`src/rtl/brcomp_iter_if.sv`:
```
// Handshake and operand bundle for the iterative branch comparator.
interface brcomp_iter_if #(
    parameter int WIDTH = 32
);
    logic             in_valid;
    logic             in_ready;
    logic [WIDTH-1:0] rs1_data;
    logic [WIDTH-1:0] rs2_data;
    logic             br_unsigned;
    logic             out_valid;
    logic             out_ready;
    logic             br_less;
    logic             br_equal;

    modport master (
        output in_valid, rs1_data, rs2_data, br_unsigned, out_ready,
        input  in_ready, out_valid, br_less, br_equal
    );

    modport slave (
        input  in_valid, rs1_data, rs2_data, br_unsigned, out_ready,
        output in_ready, out_valid, br_less, br_equal
    );
endinterface

```
`src/rtl/brcomp_iter.sv`:
```
// Iterative branch comparator: CHUNK bits per cycle, MSB chunk first.
// Optional macro BRCOMP_ITER_EARLY_EXIT_EN finishes on the first differing chunk.
module brcomp_iter #(
    parameter int WIDTH = 32,
    parameter int CHUNK = 4
) (
    input  logic         clk,
    input  logic         rst,
    brcomp_iter_if.slave bus
);
    localparam int NCHUNK = WIDTH / CHUNK;
    localparam int IDXW   = (NCHUNK > 1) ? $clog2(NCHUNK) : 1;

    localparam logic [1:0] IDLE = 2'd0;
    localparam logic [1:0] CMP  = 2'd1;
    localparam logic [1:0] DONE = 2'd2;

    localparam logic [WIDTH-1:0] MSB_MASK = WIDTH'(1) << (WIDTH - 1);
    localparam logic [IDXW-1:0]  TOP_IDX  = IDXW'(NCHUNK - 1);

    logic [1:0]       r_state;
    logic [IDXW-1:0]  r_idx;
    logic [WIDTH-1:0] r_rs1;
    logic [WIDTH-1:0] r_rs2;
    logic             r_found;
    logic             r_less;
    logic             r_equal;

    logic [31:0]      w_base;
    logic [CHUNK-1:0] w_a;
    logic [CHUNK-1:0] w_b;
    logic             w_first_diff;
    logic             w_last;
    logic             w_exit;
    logic [WIDTH-1:0] w_flip;

    // Current chunk selection and per-cycle decisions
    always_comb begin
        w_base       = 32'(r_idx) * 32'(CHUNK);
        w_a          = r_rs1[w_base +: CHUNK];
        w_b          = r_rs2[w_base +: CHUNK];
        w_first_diff = (w_a != w_b) && !r_found;
        w_last       = (r_idx == {IDXW{1'b0}});
        w_flip       = bus.br_unsigned ? {WIDTH{1'b0}} : MSB_MASK;
`ifdef BRCOMP_ITER_EARLY_EXIT_EN
        w_exit       = w_first_diff || w_last;
`else
        w_exit       = w_last;
`endif
    end

    // Control FSM, operand capture and sticky first-difference result
    always_ff @(posedge clk) begin
        if (rst) begin
            r_state <= IDLE;
            r_idx   <= {IDXW{1'b0}};
            r_rs1   <= {WIDTH{1'b0}};
            r_rs2   <= {WIDTH{1'b0}};
            r_found <= 1'b0;
            r_less  <= 1'b0;
            r_equal <= 1'b0;
        end else begin
            case (r_state)
                IDLE: begin
                    if (bus.in_valid) begin
                        // Flipping the sign bit maps two's-complement order onto unsigned order.
                        r_rs1   <= bus.rs1_data ^ w_flip;
                        r_rs2   <= bus.rs2_data ^ w_flip;
                        r_idx   <= TOP_IDX;
                        r_found <= 1'b0;
                        r_less  <= 1'b0;
                        r_equal <= 1'b0;
                        r_state <= CMP;
                    end else begin
                        r_state <= IDLE;
                    end
                end
                CMP: begin
                    if (w_first_diff) begin
                        r_found <= 1'b1;
                        r_less  <= (w_a < w_b);
                        r_equal <= 1'b0;
                    end else if (w_last && !r_found) begin
                        r_less  <= 1'b0;
                        r_equal <= 1'b1;
                    end else begin
                        r_found <= r_found;
                    end
                    if (w_exit) begin
                        r_state <= DONE;
                    end else begin
                        r_idx   <= r_idx - IDXW'(1);
                    end
                end
                DONE: begin
                    if (bus.out_ready) begin
                        r_state <= IDLE;
                    end else begin
                        r_state <= DONE;
                    end
                end
                default: begin
                    r_state <= IDLE;
                end
            endcase
        end
    end

    assign bus.in_ready  = (r_state == IDLE) && !rst;
    assign bus.out_valid = (r_state == DONE) && !rst;
    assign bus.br_less   = r_less  && !rst;
    assign bus.br_equal  = r_equal && !rst;

endmodule
```
`src/flat_wrapper.sv`:
```
// flat-port wrapper written by rule: the top's interface ports become plain ports
module brcomp_iter_flat 
#(
    parameter int WIDTH = 32,
    parameter int CHUNK = 4
)
  (clk, rst, bus_in_valid, bus_rs1_data, bus_rs2_data, bus_br_unsigned, bus_out_ready, bus_in_ready, bus_out_valid, bus_br_less, bus_br_equal);
  brcomp_iter_if #(.WIDTH(WIDTH)) bus_i ();
  input  logic clk;
  input  logic rst;
  input wire logic [$bits(bus_i.in_valid)-1:0] bus_in_valid;
  input wire logic [$bits(bus_i.rs1_data)-1:0] bus_rs1_data;
  input wire logic [$bits(bus_i.rs2_data)-1:0] bus_rs2_data;
  input wire logic [$bits(bus_i.br_unsigned)-1:0] bus_br_unsigned;
  input wire logic [$bits(bus_i.out_ready)-1:0] bus_out_ready;
  output wire logic [$bits(bus_i.in_ready)-1:0] bus_in_ready;
  output wire logic [$bits(bus_i.out_valid)-1:0] bus_out_valid;
  output wire logic [$bits(bus_i.br_less)-1:0] bus_br_less;
  output wire logic [$bits(bus_i.br_equal)-1:0] bus_br_equal;
  assign bus_i.in_valid = bus_in_valid;
  assign bus_i.rs1_data = bus_rs1_data;
  assign bus_i.rs2_data = bus_rs2_data;
  assign bus_i.br_unsigned = bus_br_unsigned;
  assign bus_i.out_ready = bus_out_ready;
  assign bus_in_ready = bus_i.in_ready;
  assign bus_out_valid = bus_i.out_valid;
  assign bus_br_less = bus_i.br_less;
  assign bus_br_equal = bus_i.br_equal;
  brcomp_iter #(.WIDTH(WIDTH), .CHUNK(CHUNK)) u_core (.clk(clk), .rst(rst), .bus(bus_i));
endmodule
```
`config.mk`:
```
export PLATFORM = sky130hd
export DESIGN_NAME = brcomp_iter_flat
export DESIGN_NICKNAME = d
export VERILOG_FILES = /design/src/rtl/brcomp_iter_if.sv /design/src/rtl/brcomp_iter.sv /design/src/flat_wrapper.sv
export SDC_FILE = /design/constraint.sdc
export NUM_CORES = 1
export LEC_CHECK = 0
export CORE_MARGIN = 4
export CORE_UTILIZATION = 50
export CTS_BUF_LIST = sky130_fd_sc_hd__clkbuf_8 sky130_fd_sc_hd__clkbuf_16
export CTS_CLUSTER_DIAMETER = 150
export CTS_CLUSTER_SIZE = 12
export DETAILED_ROUTE_END_ITERATION = 10
export PLACE_DENSITY_LB_ADDON = 0.1
export SETUP_SLACK_MARGIN = 0.2
export SLEW_MARGIN = 5
export SYNTH_ARGS = -nofsm -noshare
export SYNTH_HDL_FRONTEND = slang
export SYNTH_SLANG_ARGS = --single-unit
```
`constraint.sdc`:
```
create_clock -name clk -period 2.6 [get_ports clk]
set_input_delay 0.52 -clock clk [delete_from_list [all_inputs] [get_ports clk]]
set_output_delay 0.52 -clock clk [all_outputs]
set_load 0.03 [all_outputs]
```
### Word level (Yosys, flattened, before mapping)

Index checks and enable logic that the tools add are counted.

| word-level totals | value |
|---|---|
| flip-flop bits (word level) | 72 |
| bits of input ports | 69 |
| logic and storage cells | 53 |

| operators by class | value |
|---|---|
| add/subtract/negate cells | 1 |
| order comparisons | 1 |
| eq/ne operators | 8 |
| shift operators | 2 |
| multiplexer cells | 17 |
| bitwise operators | 2 |
| reduce and logical (&&, ||, !) cells | 15 |

Operators with widths:

| operator | number |
|---|---|
| indexed part select 32 x 6 -> 4 bit | 2 |
| bitwise XOR 32 bit | 2 |
| 2-to-1 mux 32 bit | 1 |
| AND reduction 3 bit | 3 |
| 2-to-1 mux 1 bit | 7 |
| logical AND 1 bit | 6 |
| 2-to-1 mux 3 bit | 2 |
| one-hot mux 1 bit (2 select lines) | 3 |
| one-hot mux 2 bit (3 select lines) | 1 |
| one-hot mux 3 bit (2 select lines) | 1 |
| less-than comparator 4 bit | 1 |
| 2-to-1 mux 2 bit | 2 |
| inequality test 2 x 1 -> 1 bit (second input constant) | 2 |
| inequality test 2 bit (second input constant) | 2 |
| inequality test 4 bit | 1 |
| logical NOT 3 bit | 1 |
| inequality test 3 x 1 -> 1 bit (second input constant) | 1 |
| subtractor 3 x 1 -> 3 bit (second input constant) | 1 |
| == test 2 x 1 -> 1 bit (second input constant) | 1 |
| == test 2 bit (second input constant) | 1 |
| logical NOT 1 bit | 2 |
| logical NOT 2 bit | 1 |
| AND reduction 2 bit | 1 |
| nonzero test 2 bit | 1 |

### Longest topological paths before layout

| depth | value |
|---|---|
| depth in word-level cells | 5 |
| gate-level depth with buffers | 9 |

### Least setup slack after synthesis

OpenSTA, ideal clock, no wires.

| path | value |
|---|---|
| path kind | flip-flop to flip-flop |
| from | register u_core.r_idx[0] |
| to | register u_core.r_less |
| arrival time | 2.218 ns |
| path slack | 0.312 ns |
| cell stages (with the launch flop) | 9 |
| buffers on the path | 1 |
| cells stage by stage | dfxtp_1 > buf_6 > mux4_1 > mux2_2 > ha_1 > and4_1 > nor3_1 > nor3b_1 > o2bb2ai_1 |

| on the way | value |
|---|---|
| cells in the longest elaborated chain, start to end | 5 |
| elaborated cells on any way between the ends | 11 |
| those cells by class | order compare (1); eq/ne (2); shift (2); mux (2); reduce/logical (4) |

Ends and longest elaborated chain:

| item | RTL line | source |
|---|---|---|
| start, declared | brcomp_iter.sv:22 | `logic [IDXW-1:0] r_idx;` |
| start signal, assigned | brcomp_iter.sv:56 | `r_idx <= {IDXW{1'b0}};` |
| start signal, assigned | brcomp_iter.sv:92 | `r_idx <= r_idx - IDXW'(1);` |
| parallel branches: the longest is 5 deep, another holds less-than comparator 4 bit | n/a |  |
| end signal, assigned | brcomp_iter.sv:81 | `r_less <= (w_a < w_b);` |
| end, declared | brcomp_iter.sv:26 | `logic r_less;` |

Parallel ways; which one is timed is not known.
A chain may end at the register's enable or synchronous reset.

### Worst setup path in the final report

| path | value |
|---|---|
| from | register u_core.r_state[0] |
| to | output bus_in_ready |

| on the way | value |
|---|---|
| cells in the longest elaborated chain, start to end | 2 |

Ends and longest elaborated chain:

| item | RTL line | source |
|---|---|---|
| start, declared | brcomp_iter.sv:21 | `logic [1:0] r_state;` |
| start signal, assigned | brcomp_iter.sv:55 | `r_state <= IDLE;` |
| start signal, assigned | brcomp_iter.sv:73 | `r_state <= CMP;` |
| start signal, assigned | brcomp_iter.sv:75 | `r_state <= IDLE;` |
| logical NOT 2 bit | brcomp_iter.sv:109 | `assign bus.in_ready = (r_state == IDLE) && !rst;` |
| logical AND 1 bit | brcomp_iter.sv:109 |  |
| end, declared | flat_wrapper.sv:16 | `output wire logic [$bits(bus_i.in_ready)-1:0] bus_in_ready;` |

No other way between the ends.

==> results by group <==
Final layout
  • Design Area, Final: roughly 4200 µm²
  • Fraction of final layout cells sized beyond drive strength 1: roughly an eighth
  • Layout Utilization: around 66%
  • Most frequent cells in the layout: nand2_1 (130), dfxtp_1 (71), clkdlybuf4s50_1 (70), a21oi_1 (67), mux4_2 (14)
  • Filler cell count: 562
  • Net count, final: 511
  • Synth-to-layout area growth: 29.8%
  • ANT cells: 0
  • Multi-input logic area: between 1500 and 2000 µm²
  • Reg area: around 1400 µm²
  • Commonest non-fill, non-tap cell in the layout: nand2_1

Global route
  • Vias in the first global route: ~2,700
  • Initial antenna violation count: 0
  • First-pass GRT wire length: approximately 12 mm
  • GRT Resource Usage Total: between 20% and 30%
  • Pin count of the biggest net entering global routing: 67
  • GRT overflow: 0

Critical path
  • Worst endpoint data arrival time: between 1.5 and 2 ns
  • CP endpoint kind: output port
  • Kind of critical path: register to output port
  • Crit Path Max Fanout: 11
  • Required @ worst endpoint: 2.08 ns
  • Startpoint Class: register

CTS
  • H-tree depth: 3
  • Clk_lat worst skew: roughly 0.33 ns
  • Root buffer cell: clkbuf_8
  • Hold buffer count at cts: 0
  • Clock sinks: 72
  • Clock buffer depth: 2
  • Inserted Clock Buffers: 9
  • CTS tree: built
  • Reg clk slew, reported paths: 0.07 ns

Timing
  • Hold WS: 0.456 ns
  • Slew headroom: 63.8%
  • Final Slew Violations: 0
  • Worst slew pin tran: between 0.5 and 0.6 ns
  • Final setup fails: 0
  • Sum Neg Setup Slack: 0 ns
  • Period minus WS final: 2.32 ns
  • Unrepaired setup endpoints after global routing: yes
  • Tcrit/Tclk final: between 80 and 90%
  • FMAX: about 430 MHz
  • Clock Skews: approximately 0.0067 ns
  • Final Hold Violating Endpoints: 0

Die
  • Initial cell density of the core: 51.2%
  • Ports: between 70 and 80
  • Area of the core: roughly 6300 µm²
  • Area of the die: between 7000 and 8000 µm²
  • Cell Rows: 29
  • Die Y: 88.4 µm
  • Die W: ~88 µm

Logic synthesis
  • Cell variety after synth: 31
  • #FFs+latches synth: slightly above 70
  • Synth top area share: between 40% and 50%
  • Synth area leaders: dfxtp_1 (45%), nand2_1 (15%), a21oi_1 (10%)
  • Yosys warning total: 0
  • Post-Syn Area: 3230 µm²
  • Mapped Cells: between 300 and 400
  • Synth Area per Inst: between 8 and 9 µm²
  • Yosys top cell by area: dfxtp_1
  • Syn nets: approximately 440
  • Seq/Total Area, Yosys: approximately 45%

Run status
  • Status: finished clean

Route
  • DRT Pass-1 Iters: 4
  • DR WL/cell: around 15 µm
  • DRC viols: 0
  • Vias per std cell: approximately 5.3
  • Initial DRC count: between 100 and 150
  • Vias: 2,737
  • Wirelength, routed: approximately 7.7 mm
  • Remaining antenna violation count: 0

Pwr
  • Worst VDD drop: ~0.34 mV
  • Total Power: between 2 and 3 mW
  • Cell Pwr Density: between 600 and 700 nW/µm²
  • LEAKAGE: roughly 1.6 nW

Placement
  • Placed cell areas: between 3000 and 4000 µm²
  • IO buf count: around 70
  • GP Congestion: ~0.8
  • Hpwl dp: 5.36 mm

Run
  • Max-Cap Viols: 0

Hold path
  • Hold crit path type: register to register
==> power by group <==
| group | switching, mW | leakage [nW] | internal, mW |
|---|---|---|---|
| Combinational | 0.292 | 0.911 | 0.330 |
| Sequential | 0.0697 | 0.592 | 1.19 |
| Clock | 0.385 | 0.103 | 0.456 |
==> registers in the layout, indices dropped and copies added (netlist names) <==
| name | count |
|---|---|
| u_core.r_rs1 | 32 |
| u_core.r_rs2 | 32 |
| u_core.r_idx | 3 |
| u_core.r_state | 2 |
| u_core.r_equal | 1 |
| u_core.r_found | 1 |
| u_core.r_less | 1 |
==> what timing repair did <==
action	4_1_cts	5_1_grt
setup endpoints to repair	2	3
setup buffers	1	1
pin swaps	1	1
gates resized for setup	11	5
==> cell type report <==
type	instances	share of cell area, %
clock inverters	5	1.16
multi-input cells	265	38.7
well taps	77	2.30
repair buffers	85	19.9
clock buffers	10	3.28
inverters	3	0.268
flip-flops and latches	72	34.4
==> per-layer routing <==
| metal | track usage (%) | vias to the layer above | routed length (µm) |
|---|---|---|---|
| met3 | 6.05 | 10 | 455 |
| met2 | 33.3 | 71 | 3550 |
| met1 | 26.6 | 1280 | 3530 |
| met4 | 7.83 | 0 | 116 |
| met5 | 0 | - | 0 |
| li1 | - | 1376 | - |
==> through the flow <==
step	cells	setup WS [ns]
final	517	0.283
after global routing	517	0.190
after CTS	516	0.220
after detailed placement	500	0.0361
after global placement	500	0.184
after floorplan	368	0.312
==> path summary, 6_finish.rpt <==
check                                 start  cells after the start                             to  slack (ns)
max reg2reg    u_core.r_idx[0]$_SDFFE_PP0P_                      8     u_core.r_less$_SDFFE_PP0P_        0.29
min           u_core.r_rs1[14]$_SDFFE_PP0P_                      2  u_core.r_rs1[14]$_SDFFE_PP0P_        0.46
max          u_core.r_state[0]$_SDFFE_PP0P_                      2                   bus_in_ready        0.28
min reg2reg   u_core.r_rs1[14]$_SDFFE_PP0P_                      2  u_core.r_rs1[14]$_SDFFE_PP0P_        0.46
==> critical path, cell delays in order, from the launching register on <==
cell,delay [ns]
dfxtp_1,0.45
nor3_1,0.29
clkdlybuf4s50_1,0.72
==> cells in the mapped netlist <==
master / instances
dfxtp_1: 72
nand2b_1: 3
o2bb2ai_1: 1
a21oi_1: 67
or2_4: 1
buf_6: 5
buf_2: 10
nand3_1: 2
nand2b_4: 1
nor3_1: 4
ha_1: 6
nor2b_1: 4
a22oi_1: 1
inv_1: 3
mux4_2: 9
nand2_1: 130
mux4_1: 7
nor2_2: 1
o21a_1: 2
nor3b_1: 2
xnor2_1: 2
xor2_1: 1
mux2i_1: 4
clkbuf_1: 10
and4_1: 1
a211oi_1: 1
nor2_1: 6
a311oi_1: 1
mux2_2: 4
o21ai_0: 4
buf_4: 3
==> logic make-up (layout without fill, tap and decap cells) <==
logic type	after synthesis	in the layout	share of synthesized area (%)
AND/OR/NAND/NOR	155	155	19.7
adder cells (fa/ha/maj)	6	6	2.32
multiplexers	24	24	14.6
XOR/XNOR	3	3	0.813
buffers and inverters	31	103	5.50
flip-flops	72	72	44.6
AO/OA/AOI/OAI	77	77	12.5
Power figures use the tool's default switching activity.
